### config.mk
export PLATFORM = sky130hd
export DESIGN_NAME = instr_encoder
export DESIGN_NICKNAME = d
export VERILOG_FILES = /design/src/rtl/instr_encoder.sv
export SDC_FILE = /design/constraint.sdc
export NUM_CORES = 1
export LEC_CHECK = 0
export ABC_AREA = 1
export BUFFER_PORTS_ARGS = -buffer_cell sky130_fd_sc_hd__buf_2
export CAP_MARGIN = 10
export CORE_UTILIZATION = 50
export DETAILED_ROUTE_END_ITERATION = 7
export GPL_ROUTABILITY_DRIVEN = 0
export HOLD_SLACK_MARGIN = 0.02
export PLACE_DENSITY = 0.76
export SETUP_SLACK_MARGIN = 0.05
export SLEW_MARGIN = 20
export SYNTH_ARGS = -nofsm -noshare
export SYNTH_HDL_FRONTEND = slang
export SYNTH_SLANG_ARGS = --single-unit
export TNS_END_PERCENT = 10
### constraint.sdc
create_clock -name clk -period 1.81 [get_ports clk]
set_input_delay 0.2715 -clock clk [delete_from_list [all_inputs] [get_ports clk]]
set_output_delay 0.2715 -clock clk [all_outputs]
set_load 0.1 [all_outputs]
### src/rtl/instr_encoder.sv
// instr_encoder: turns mnemonic-level requests into 32-bit MIPS-style
// instruction words and writes them sequentially into an instruction memory,
// stopping at a halt word or when the memory runs out of addresses.
module instr_encoder #(
  parameter int ADDR_W    = 8,
  parameter int BASE_ADDR = 0
) (
  input  logic              clk,
  input  logic              reset,
  input  logic              req_valid,
  output logic              req_ready,
  input  logic [4:0]        mnem,
  input  logic [4:0]        rs,
  input  logic [4:0]        rt,
  input  logic [4:0]        rd,
  input  logic [4:0]        shamt,
  input  logic [15:0]       imm,
  input  logic [25:0]       target,
  input  logic              clear,
  output logic              mem_we,
  output logic [ADDR_W-1:0] mem_addr,
  output logic [31:0]       mem_wdata,
  output logic [ADDR_W:0]   count,
  output logic              done,
  output logic              err,
  output logic              ovf
);

  localparam logic [ADDR_W-1:0] BASE = ADDR_W'(BASE_ADDR);
  localparam logic [ADDR_W-1:0] LAST = '1;
  localparam logic [ADDR_W:0]   FULL = {1'b1, {ADDR_W{1'b0}}};
  localparam logic [4:0]        MNEM_HALT = 5'd27;

  typedef enum logic [1:0] {IDLE, WRITE, DONE} state_t;

  state_t            state, state_n;
  logic [ADDR_W-1:0] ptr, ptr_n;
  logic [ADDR_W:0]   cnt, cnt_n;
  logic [31:0]       word_q, word_n;
  logic              halt_q, halt_n;
  logic              err_q, err_n;
  logic              ovf_q, ovf_n;
  logic              accept;
  logic [31:0]       enc_word;

  // Unused R-type fields are forced to zero so the memory image is canonical.
  function automatic logic [31:0] encode(
    input logic [4:0]  m,
    input logic [4:0]  f_rs,
    input logic [4:0]  f_rt,
    input logic [4:0]  f_rd,
    input logic [4:0]  f_sh,
    input logic [15:0] f_imm,
    input logic [25:0] f_tgt
  );
    logic [31:0] w;
    w = 32'hFFFF_FFFF;
    case (m)
      5'd0:  w = {6'h00, 5'd0, f_rt, f_rd, f_sh, 6'h00};
      5'd1:  w = {6'h00, 5'd0, f_rt, f_rd, f_sh, 6'h02};
      5'd2:  w = {6'h00, 5'd0, f_rt, f_rd, f_sh, 6'h03};
      5'd3:  w = {6'h00, f_rs, f_rt, f_rd, 5'd0, 6'h04};
      5'd4:  w = {6'h00, f_rs, f_rt, f_rd, 5'd0, 6'h06};
      5'd5:  w = {6'h00, f_rs, f_rt, f_rd, 5'd0, 6'h07};
      5'd6:  w = {6'h00, f_rs, f_rt, f_rd, 5'd0, 6'h20};
      5'd7:  w = {6'h00, f_rs, f_rt, f_rd, 5'd0, 6'h21};
      5'd8:  w = {6'h00, f_rs, f_rt, f_rd, 5'd0, 6'h22};
      5'd9:  w = {6'h00, f_rs, f_rt, f_rd, 5'd0, 6'h23};
      5'd10: w = {6'h00, f_rs, f_rt, f_rd, 5'd0, 6'h24};
      5'd11: w = {6'h00, f_rs, f_rt, f_rd, 5'd0, 6'h25};
      5'd12: w = {6'h00, f_rs, f_rt, f_rd, 5'd0, 6'h26};
      5'd13: w = {6'h00, f_rs, f_rt, f_rd, 5'd0, 6'h27};
      5'd14: w = {6'h00, f_rs, f_rt, f_rd, 5'd0, 6'h2a};
      5'd15: w = {6'h00, f_rs, 5'd0, 5'd0, 5'd0, 6'h08};
      5'd16: w = {6'h04, f_rs, f_rt, f_imm};
      5'd17: w = {6'h05, f_rs, f_rt, f_imm};
      5'd18: w = {6'h08, f_rs, f_rt, f_imm};
      5'd19: w = {6'h09, f_rs, f_rt, f_imm};
      5'd20: w = {6'h0c, f_rs, f_rt, f_imm};
      5'd21: w = {6'h0d, f_rs, f_rt, f_imm};
      5'd22: w = {6'h0e, f_rs, f_rt, f_imm};
      5'd23: w = {6'h23, f_rs, f_rt, f_imm};
      5'd24: w = {6'h2b, f_rs, f_rt, f_imm};
      5'd25: w = {6'h02, f_tgt};
      5'd26: w = {6'h03, f_tgt};
      default: w = 32'hFFFF_FFFF;
    endcase
    return w;
  endfunction

  // Reset gates the handshake and the write strobe immediately, not a cycle later.
  assign req_ready = (state == IDLE) && !reset;
  assign mem_we    = (state == WRITE) && !reset;
  assign mem_addr  = ptr;
  assign mem_wdata = word_q;
  assign count     = cnt;
  assign done      = (state == DONE);
  assign err       = err_q;
  assign ovf       = ovf_q;
  assign accept    = req_valid && req_ready;
  assign enc_word  = encode(mnem, rs, rt, rd, shamt, imm, target);

  // Next-state and datapath update; the pointer never wraps and count saturates.
  always_comb begin
    state_n = state;
    ptr_n   = ptr;
    cnt_n   = cnt;
    word_n  = word_q;
    halt_n  = halt_q;
    err_n   = err_q;
    ovf_n   = ovf_q;
    case (state)
      IDLE: begin
        if (accept) begin
          if (mnem <= MNEM_HALT) begin
            word_n  = enc_word;
            halt_n  = (mnem == MNEM_HALT);
            state_n = WRITE;
          end else begin
            err_n = 1'b1;
          end
        end
      end
      WRITE: begin
        if (ptr != LAST) ptr_n = ptr + 1'b1;
        if (cnt != FULL) cnt_n = cnt + 1'b1;
        if (halt_q) begin
          state_n = DONE;
        end else if (ptr == LAST) begin
          ovf_n   = 1'b1;
          state_n = DONE;
        end else begin
          state_n = IDLE;
        end
      end
      DONE: begin
        if (clear) begin
          state_n = IDLE;
          ptr_n   = BASE;
          cnt_n   = '0;
          err_n   = 1'b0;
          ovf_n   = 1'b0;
        end
      end
      default: state_n = IDLE;
    endcase
  end

  // State register with synchronous reset, which also wins over clear.
  always_ff @(posedge clk) begin
    if (reset) begin
      state  <= IDLE;
      ptr    <= BASE;
      cnt    <= '0;
      word_q <= '0;
      halt_q <= 1'b0;
      err_q  <= 1'b0;
      ovf_q  <= 1'b0;
    end else begin
      state  <= state_n;
      ptr    <= ptr_n;
      cnt    <= cnt_n;
      word_q <= word_n;
      halt_q <= halt_n;
      err_q  <= err_n;
      ovf_q  <= ovf_n;
    end
  end

endmodule

==> qor.csv <==
stage;metric;value;unit
timing;final-report setup violation count;0;
drt;Via density;5.34;
floorplan;die width;99.9;um
yosys;Synth Area in Adders;0.783;%
run;Max-cap violations;0;
yosys;Mapped Nets;933;
yosys;mux contribution to synthesized area;0;%
cts;CTS tree;built;
critical_path;r2r startpoint;mem_addr[1];
critical_path;r2r setup slk;0.19;ns
floorplan;die height;99.9;um
cts;CTS clock-pin slew for the worst setup and hold paths;0.10;ns
cts;Worst-Skew Late Latency;0.32;ns
global_routing;vias in the first global route;5197;
yosys;simple-gate portion of the synthesized area;55.7;%
timing;Clock Skews;0.00612;ns
cts;post-CTS sizing;1;
timing;Fin Setup TNS;0;ns
layout;area grow syn2layout;23.3;%
timing;Fmax;0.588;GHz
critical_path;Req. time, crit path;1.54;ns
yosys;complex-gate fraction of the synthesized area;7.83;%
drt;Antenna Nets Post-Route;0;
yosys;FF+latch count, synth;54;
critical_path;Worst Path Max Fanout;3;
yosys;largest family of logic cells by synthesized area;simple AND/OR/NAND/NOR gates;
cts;H-Tree Depth;2;
yosys;Yosys warning count;0;
critical_path;CP endpoint kind;primary output;
cts;root buf cell;clkbuf_8;
timing;fin. max-slew vios;0;
cts;postcts setup bufs;0;
yosys;sequential area share after synthesis;22.6;%
global_routing;first-pass GRT wire length;24800;um
drt;DRC violations left;0;
drt;detailed router's first-iteration violation count;484;
cts;hold bufs inserted after CTS;0;
drt;Routed WL;14900;um
cts;CTS sink cnt;54;
timing;worst slew pin tran;0.797;ns
pwr;Leakage;0.00320;uW
timing;RSZ-0062 raised after global routing;true;
hold_path;worst min path class;in2reg;
global_routing;antenna violations before repair;0;
cts;total CTS buffers;5;
yosys;Mapped Area;4790;um^2
hold_path;WHS Endpoint;mem_wdata[17];
critical_path;CP Class;reg2out;
floorplan;num rows;35;
timing;period utilization;93.9;%
critical_path;RR Endpoint;mem_addr[3];
floorplan;Initial Utilization;51.8;%
drt;routed len/inst;13.4;um
layout;fin util;63.9;%
floorplan;Die ar.;9980;um^2
critical_path;Crit path arrival time;1.43;ns
cts;CTS max path bufs;2;
floorplan;num ports;125;
layout;n_diodes;0;
yosys;synthesized instance count;859;
hold_path;hold path start;rt[1];
placed_design;DP HPWL;11000;um
critical_path;FF-to-FF path depth;10;
global_routing;grt ovf;0;
critical_path;Startpoint Class;register;
layout;nets@finish;1055;
timing;Period minus WS final;1.70;ns
run_status;status;complete, no violations;
pwr;peak supply drop;0.383;mV
drt;via count;5938;
hold_path;WHS Path Cells;3;
drt;Pre-antenna DRT Iters;5;
yosys;syn_area_per_cell;5.58;um^2
pwr;Power Density;587;nW/um^2
placed_design;PortBufs;124;
global_routing;Tot GR Track Use;30.2;%
floorplan;Core Area;9240;um^2
timing;Rel. slew slack;46.6;%
timing;Hold Vio Cnt, Final;0;
yosys;Synth Area in XOR/XNOR;0.914;%
global_routing;largest net degree at the start of global routing;40;
layout;layout cells sized above 1;23.4;%
yosys;Yosys cell types;32;
-- layout by cell type, fill, tap and decap left out, types with 4 or more instances in the layout --
cell	netlist	routed
nand3_2	4	4
inv_2	7	7
nand3b_1	6	6
buf_4	4	50
inv_1	72	71
nand2_1	219	218
o21ai_0	26	26
buf_12	0	4
nor3_1	18	17
clkbuf_8	0	6
nor2_1	144	141
a21oi_1	31	31
nand4_1	61	61
dfxtp_2	0	9
dfxtp_1	54	45
nand3_1	118	118
xor2_1	4	4
nor2_2	6	8
buf_2	28	122
nor2_4	6	7
-- flip-flops by register name, indices dropped and copies added (netlist names) --
register,count
state,2
count,9
halt_q,1
ovf,1
mem_addr,8
err,1
mem_wdata,32
-- synth_stat cells --
cell	n	share of area (%)
nand3b_1	6	0.94
nor2_2	6	0.78
xnor2_1	1	0.18
a31oi_1	3	0.39
buf_1	14	1.1
o31ai_1	1	0.16
nand2_1	219	17
a21oi_2	1	0.18
inv_1	72	5.6
a41oi_1	2	0.37
nand3_1	118	12
buf_4	4	0.63
a32o_1	2	0.42
nand2_4	2	0.47
nand3_2	4	0.84
nor2_4	6	1.4
a41o_1	1	0.21
nor3_1	18	1.9
dfxtp_1	54	23
inv_2	7	0.55
o21ai_0	26	2.7
o21a_1	1	0.16
clkbuf_1	15	1.2
nand4_1	61	8.0
buf_2	28	2.9
buf_6	1	0.24
xor2_1	4	0.73
nor3_2	1	0.21
ha_1	3	0.78
nor2_1	144	11
nand2_2	3	0.39
a21oi_1	31	3.2
-- critical path, cell delays in order (launching register included) --
cell     delay, ns
dfxtp_2       0.41
inv_1         0.05
nor2_1        0.18
inv_1         0.09
nor2_2        0.14
buf_6         0.25
-- kinds of logic after synthesis --
| kind of cell | Yosys count |
|---|---|
| xor+xnor | 5 |
| buf+inv | 141 |
| flops | 54 |
| simple gates | 588 |
| fa+ha+maj | 3 |
| compound gates | 68 |
-- cell type report --
class                   instances  area, um^2
repair buffers                177        1080
well taps                     129         161
clock inverters                 2        38.8
inverters                      79         299
clock buffers                   6        82.6
fillers                       971        3330
multi-input cells             664        3150
flip-flops and latches         54        1090
-- worst max-delay path by stage --
stage                start            end  slack, ns
5_1_grt        mem_addr[1]    mem_addr[3]       0.02
3_3_place_gp       mnem[1]  mem_wdata[22]       0.04
6_report          state[0]         mem_we       0.11
4_1_cts           state[0]         mem_we       0.09
2_1_floorplan     state[0]  mem_wdata[14]      -0.29
3_5_place_dp       mnem[0]  mem_wdata[23]       0.01
-- per-layer routing --
layer	global-route usage [%]	share of wire (%)
met1	41.7	45
met2	50.6	46
met3	3.62	7.9
met4	6.33	1.2
met5	0	0
-- power by group --
group / total, uW / switching (uW) / internal [uW]
Clock: 889 / 433 / 456
Combinational: 1290 / 961 / 329
Sequential: 1290 / 36.3 / 1250
-- through the flow --
| stage | hold WS, ns | instance area (um^2) | power, uW | std cells | worst slack [ns] |
|---|---|---|---|---|---|
| floorplan | 0.414 | 4840 | 2250 | 859 | -0.289 |
| global placement | 0.448 | 5770 | 2580 | 1103 | 0.0385 |
| detailed placement | 0.452 | 5770 | 2590 | 1103 | 0.00973 |
| CTS | 0.192 | 5900 | 3460 | 1111 | 0.0876 |
| global route | 0.191 | 5910 | 3620 | 1111 | 0.0246 |
| finish | 0.196 | 5910 | 3460 | 1111 | 0.110 |
Note: power is estimated with default switching activity, not from simulation.
